### src/rtl/stage_sequencer_pkg.sv
// Shared constants for the CPU control sequencer: boot modes, instruction stages,
// and the UART start byte.
package stage_sequencer_pkg;

    typedef enum logic [1:0] {
        MODE_STALL = 2'd0,
        MODE_LOAD  = 2'd1,
        MODE_EXEC  = 2'd2
    } mode_t;

    typedef enum logic [2:0] {
        ST_FETCH    = 3'd0,
        ST_DECODE   = 3'd1,
        ST_EXECUTE  = 3'd2,
        ST_MEMORY   = 3'd3,
        ST_WRITEREG = 3'd4,
        ST_STOP     = 3'd5
    } stage_t;

    localparam logic [7:0] START_BYTE_DEF = 8'hAA;

endpackage

### src/rtl/stage_timer.sv
// Per-stage latency counter: clears on stage advance, increments while waiting,
// holds otherwise, and flags when it has reached the current stage latency.
module stage_timer #(
    parameter int unsigned LAT_W = 4
) (
    input  logic             clk,
    input  logic             rstn,
    input  logic             clr,
    input  logic             inc,
    input  logic [LAT_W-1:0] lat,
    output logic [LAT_W-1:0] cnt,
    output logic             hit
);

    always_ff @(posedge clk or negedge rstn) begin
        if (!rstn)
            cnt <= '0;
        else if (clr)
            cnt <= '0;
        else if (inc)
            cnt <= cnt + LAT_W'(1);
    end

    assign hit = (cnt == lat);

endmodule

### src/rtl/stage_sequencer.sv
// Boot-mode and instruction-stage sequencer: issues one-cycle latch strobes to the
// pipeline registers and owns the PC and retired-instruction count.
module stage_sequencer
    import stage_sequencer_pkg::*;
#(
    parameter logic [7:0]  START_BYTE = START_BYTE_DEF,
    parameter int unsigned FETCH_LAT  = 0,
    parameter int unsigned DECODE_LAT = 0,
    parameter int unsigned EXEC_LAT   = 5,
    parameter int unsigned MEM_LAT    = 1,
    parameter int unsigned LAT_W      = 4
) (
    input  logic        clk,
    input  logic        rstn,
    input  logic        rx_ready,
    input  logic [7:0]  rx_data,
    input  logic        load_done,
    input  logic        ex_valid,
    input  logic        stop_inst,
    input  logic [31:0] npc,
    output logic [1:0]  mode,
    output logic [2:0]  stage,
    output logic        fd_latch,
    output logic        de_latch,
    output logic        em_latch,
    output logic        mw_latch,
    output logic        wb_commit,
    output logic        wb_clear,
    output logic [31:0] pc,
    output logic [31:0] retired,
    output logic        halted
);

    if (FETCH_LAT >= (1 << LAT_W) || DECODE_LAT >= (1 << LAT_W) ||
        EXEC_LAT  >= (1 << LAT_W) || MEM_LAT    >= (1 << LAT_W)) begin : g_lat_chk
        $error("stage_sequencer: a stage latency does not fit in LAT_W bits");
    end

    localparam logic [LAT_W-1:0] F_LAT = LAT_W'(FETCH_LAT);
    localparam logic [LAT_W-1:0] D_LAT = LAT_W'(DECODE_LAT);
    localparam logic [LAT_W-1:0] E_LAT = LAT_W'(EXEC_LAT);
    localparam logic [LAT_W-1:0] M_LAT = LAT_W'(MEM_LAT);

    mode_t            mode_q;
    stage_t           stage_q;
    stage_t           stage_nxt;
    logic             stop_q;
    logic [LAT_W-1:0] cnt;
    logic [LAT_W-1:0] lat;
    logic             hit;
    logic             clr;
    logic             inc;

    // WRITEREG is a fixed two-cycle commit/clear pair, so it compares against 1
    always_comb begin
        lat = '0;
        case (stage_q)
            ST_FETCH:    lat = F_LAT;
            ST_DECODE:   lat = D_LAT;
            ST_EXECUTE:  lat = E_LAT;
            ST_MEMORY:   lat = M_LAT;
            ST_WRITEREG: lat = LAT_W'(1);
            default:     lat = '0;
        endcase
    end

    stage_timer #(.LAT_W(LAT_W)) u_timer (
        .clk  (clk),
        .rstn (rstn),
        .clr  (clr),
        .inc  (inc),
        .lat  (lat),
        .cnt  (cnt),
        .hit  (hit)
    );

    always_comb begin
        fd_latch  = 1'b0;
        de_latch  = 1'b0;
        em_latch  = 1'b0;
        mw_latch  = 1'b0;
        wb_commit = 1'b0;
        wb_clear  = 1'b0;
        clr       = 1'b0;
        inc       = 1'b0;
        if (mode_q == MODE_EXEC) begin
            case (stage_q)
                ST_FETCH:   if (hit) begin fd_latch = 1'b1; clr = 1'b1; end else inc = 1'b1;
                ST_DECODE:  if (hit) begin de_latch = 1'b1; clr = 1'b1; end else inc = 1'b1;
                ST_MEMORY:  if (hit) begin mw_latch = 1'b1; clr = 1'b1; end else inc = 1'b1;
                // Execute waits at its latency for ex_valid without wrapping the counter
                ST_EXECUTE: begin
                    if (!hit)
                        inc = 1'b1;
                    else if (ex_valid) begin
                        em_latch = 1'b1;
                        clr      = 1'b1;
                    end
                end
                ST_WRITEREG: begin
                    if (hit) begin
                        wb_clear = 1'b1;
                        clr      = 1'b1;
                    end else begin
                        wb_commit = 1'b1;
                        inc       = 1'b1;
                    end
                end
                default: ;
            endcase
        end
    end

    always_comb begin
        stage_nxt = stage_q;
        case (stage_q)
            ST_FETCH:    stage_nxt = ST_DECODE;
            ST_DECODE:   stage_nxt = ST_EXECUTE;
            ST_EXECUTE:  stage_nxt = ST_MEMORY;
            ST_MEMORY:   stage_nxt = ST_WRITEREG;
            ST_WRITEREG: stage_nxt = stop_q ? ST_STOP : ST_FETCH;
            default:     stage_nxt = stage_q;
        endcase
    end

    always_ff @(posedge clk or negedge rstn) begin
        if (!rstn) begin
            mode_q  <= MODE_STALL;
            stage_q <= ST_FETCH;
            stop_q  <= 1'b0;
            pc      <= '0;
            retired <= '0;
        end else begin
            case (mode_q)
                MODE_STALL: if (rx_ready && rx_data == START_BYTE) mode_q <= MODE_LOAD;
                MODE_LOAD:  if (load_done) mode_q <= MODE_EXEC;
                default:    ;
            endcase
            if (clr)
                stage_q <= stage_nxt;
            if (de_latch)
                stop_q <= stop_inst;
            if (mw_latch)
                pc <= npc;
            if (wb_clear)
                retired <= retired + 32'd1;
        end
    end

    assign mode   = mode_q;
    assign stage  = stage_q;
    assign halted = (stage_q == ST_STOP);

endmodule

### config.mk
export PLATFORM = sky130hd
export DESIGN_NAME = stage_sequencer
export DESIGN_NICKNAME = d
export VERILOG_FILES = /design/src/rtl/stage_sequencer_pkg.sv /design/src/rtl/stage_timer.sv /design/src/rtl/stage_sequencer.sv
export SDC_FILE = /design/constraint.sdc
export NUM_CORES = 1
export LEC_CHECK = 0
export BUFFER_PORTS_ARGS = -buffer_cell sky130_fd_sc_hd__buf_4
export CAP_MARGIN = 20
export CORE_MARGIN = 5
export CORE_UTILIZATION = 53
export DETAILED_ROUTE_END_ITERATION = 16
export PLACE_DENSITY = 0.82
export SKIP_CTS_REPAIR_TIMING = 1
export SYNTH_ARGS = -nofsm -noshare
export SYNTH_HDL_FRONTEND = slang
export SYNTH_SLANG_ARGS = --single-unit
### constraint.sdc
create_clock -name clk -period 5.4 [get_ports clk]
set_input_delay 0.54 -clock clk [delete_from_list [all_inputs] [get_ports clk]]
set_output_delay 0.54 -clock clk [all_outputs]
set_load 0.01 [all_outputs]
==> results.toml <==
[critical_path]
r2r_cells = 5
slowest_delay_ps = 600
critPathKind = "reg -> out"
crit_fanout = 14
crit_path_start_kind = "register"
required_ps = 4860
cpMaxStageDelayCell = "dfrtp_1"
worst_setup_path_end_kind = "output pin"
crit_chain = "nor3b_1, o21a_1, o211ai_1, nor4_1, buf_4"
cp.arrival_ps = 2580

[global_routing]
grt.total_usage_pct = 19.9
grt_max_degree = 75
grt_pass1_wl_mm = 12.2
antenna_found_initial = 0
grt_pass1_vias = 2503
globalRouteOverflowTotal = 0

[final_layout]
regArea_mm2 = 0.00185
area_delta_synth_final_pct = 35.3
multi_input_area_mm2 = 0.00144
layout-drive-gt1-share_pct = 44.3
fillers = 442
fin_util_pct = 72.5
fin_cells = 481
nets = 447
antenna_cells = 0

[placed_design]
io_buffers = 121
place_hpwl_mm = 5.82
preCtsSetupSlack_ps = 2540
gp_congestion = 0.761
place_inst = 465

[sta]
fin_crit_sh_pct = 57.8
hold_slack_ps = 318
rsz0062_at_grt = "false"
finalMaxSlewViolations = 0
layout_setup_ws_ps = 2280
max_freq_ghz = 0.321
final-hold-violation-count = 0
finalSetupViolCount = 0
maxSlewHeadroom_pct = 40.4
finalClockSkew_ps = 8.55
worstMarginPinSlew_ps = 894
tns_ps = 0
finalCriticalPeriod_ps = 3120

[die]
ioPinCount = 122
core_mm2 = 0.00628
die_area_mm2 = 0.00804
die_y_um = 89.7
start_util_pct = 53.6
dieWidth_um = 89.7
row_count = 29

[routing]
vias = 2587
drt_iter0_markers = 93
drc = 0
wl_per_cell_um = 16.2
drtPass1Iterations = 4
viasPerCell = 5.38
postRouteAntennaNets = 0
routed_wl_mm = 7.79

[cts]
tritoncts = "done"
cts.path.max_buffers = 2
cts_inserted_buffers = 9
h-tree-depth = 3
root_buffer = "clkbuf_8"
clock_latency_ps = 340
cts_sinks = 74
path_clk_slew_ps = 80

[synth]
synth_async_sr_flop_share_pct = 100
syn-num-nets = 326
synth-xor-area-share_pct = 9.11
synthMuxAreaShare_pct = 11.4
synth_cell_type_count = 40
synth-simple-area-share_pct = 16.3
synth_fa_ha_area_share_pct = 0.743
synth_top_family_by_area = "simple AND/OR/NAND/NOR gates"
synth_compound_area_share_pct = 4.87
synth_area_per_cell_um2 = 12.1
synth_ff_type = "dfrtp_1"
syn_area_mm2 = 0.00337
seq_area_frac_synth_pct = 55.0
ys_seq_elements = 74
synth-edff-count = 0
synthCells = 278
yosys_warnings = 0

[pwr]
powerDensity_mw_per_mm2 = 318
p_leak_uw = 0.00229
ir_drop_mv = 0.224

[outcome]
status = "complete, no violations"

[min_path]
hold_class = "in -> async"

[flow_run]
drv_cap = 0
-- sequential cells by signal, summed over array words and instances, names as in the netlist --
| signal | cells |
|---|---|
| stage | 3 |
| u_timer.cnt | 4 |
| stop_q | 1 |
| pc | 32 |
| mode | 2 |
| retired | 32 |
-- stage by stage --
stage	area, µm²	power [µW]
2_1_floorplan	3370	847
3_3_place_gp	4330	964
6_report	4550	1450
5_1_grt	4550	1530
4_1_cts	4550	1460
3_5_place_dp	4330	981
-- logic make-up (layout without fill, tap and decap cells) --
kind of cell	count (synthesis)	after routing
flip-flops	74	74
AND/OR/NAND/NOR	92	92
multiplexers	34	34
buffers and inverters	19	145
AO/OA/AOI/OAI	22	22
XOR/XNOR	35	35
adder cells (fa/ha/maj)	2	2
-- layer usage --
layer  track usage [%]  share of wire [%]
met5                 0                  0
met4              8.25                1.4
met2              33.6                 51
met1              25.0                 41
met3              3.92                6.7
-- final timing paths --
| check | startpoint | end | slack, ps |
|---|---|---|---|
| worst max-delay path | stage[2] | de_latch | 2280 |
| worst min-delay path | rstn | pc[16] | 320 |
| worst max register to register | stage[2] | retired[19] | 2500 |
| worst min register to register | retired[31] | retired[31] | 490 |
| max in group asynchronous | rstn | retired[2] | 4500 |
| min in group clk | load_done | mode[1] | 430 |
-- cell usage in the layout, fill, tap and decap left out, types with 2 or more instances in the layout --
cell and n:
a21o_1 2, o21ai_0 8, or3_1 3, nand3_1 13, and3_1 9, and2_1 4
nand2b_1 2, a21oi_1 3, clkinv_4 2, xnor2_1 32, mux2_2 34, nor2b_1 4
dfrtp_1 74, nand2_1 12, nor2_1 4, nand4_1 15, o21a_1 2, buf_4 122
nor4_1 8, or2_2 2, clkbuf_8 10, nor3b_1 2, nor3_1 4, ha_1 2
and4_1 4, inv_1 7, a211oi_1 2, bufinv_16 2, xor2_1 3
-- power by group --
group,total (µW),leakage (µW),switching [µW],internal [µW]
clock,476,0.000112,203,273
combinational,317,0.00115,172,145
sequential,655,0.00102,59.8,595
total,1450,0.00229,435,1010
-- synth_stat cells, types with 6 or more instances --
cell / n / area [µm²]
xnor2_1: 32 / 280
nor4_1: 8 / 50.1
nand4_1: 15 / 93.8
mux2_2: 34 / 383
inv_1: 7 / 26.3
dfrtp_1: 74 / 1850
clkbuf_1: 6 / 22.5
o21ai_0: 8 / 40.0
and3_1: 9 / 56.3
nand2_1: 12 / 45.0
nand3_1: 13 / 65.1
-- cell type report --
class,count,area share [%]
clock buffers,10,3.02
clock inverters,6,1.98
inverters,7,0.577
multi-input cells,185,31.5
flip-flops and latches,74,40.7
well taps,77,2.12
repair buffers,122,20.1
-- worst max-delay path: cells and delay by family (launching register included) --
family | cells | cell delay (ps)
and+or+nand+nor | 2 | 910
buffers and inverters | 1 | 200
AOI/OAI and AO/OA | 2 | 540
DFF | 1 | 600
Note: power is estimated with default switching activity, not from simulation.
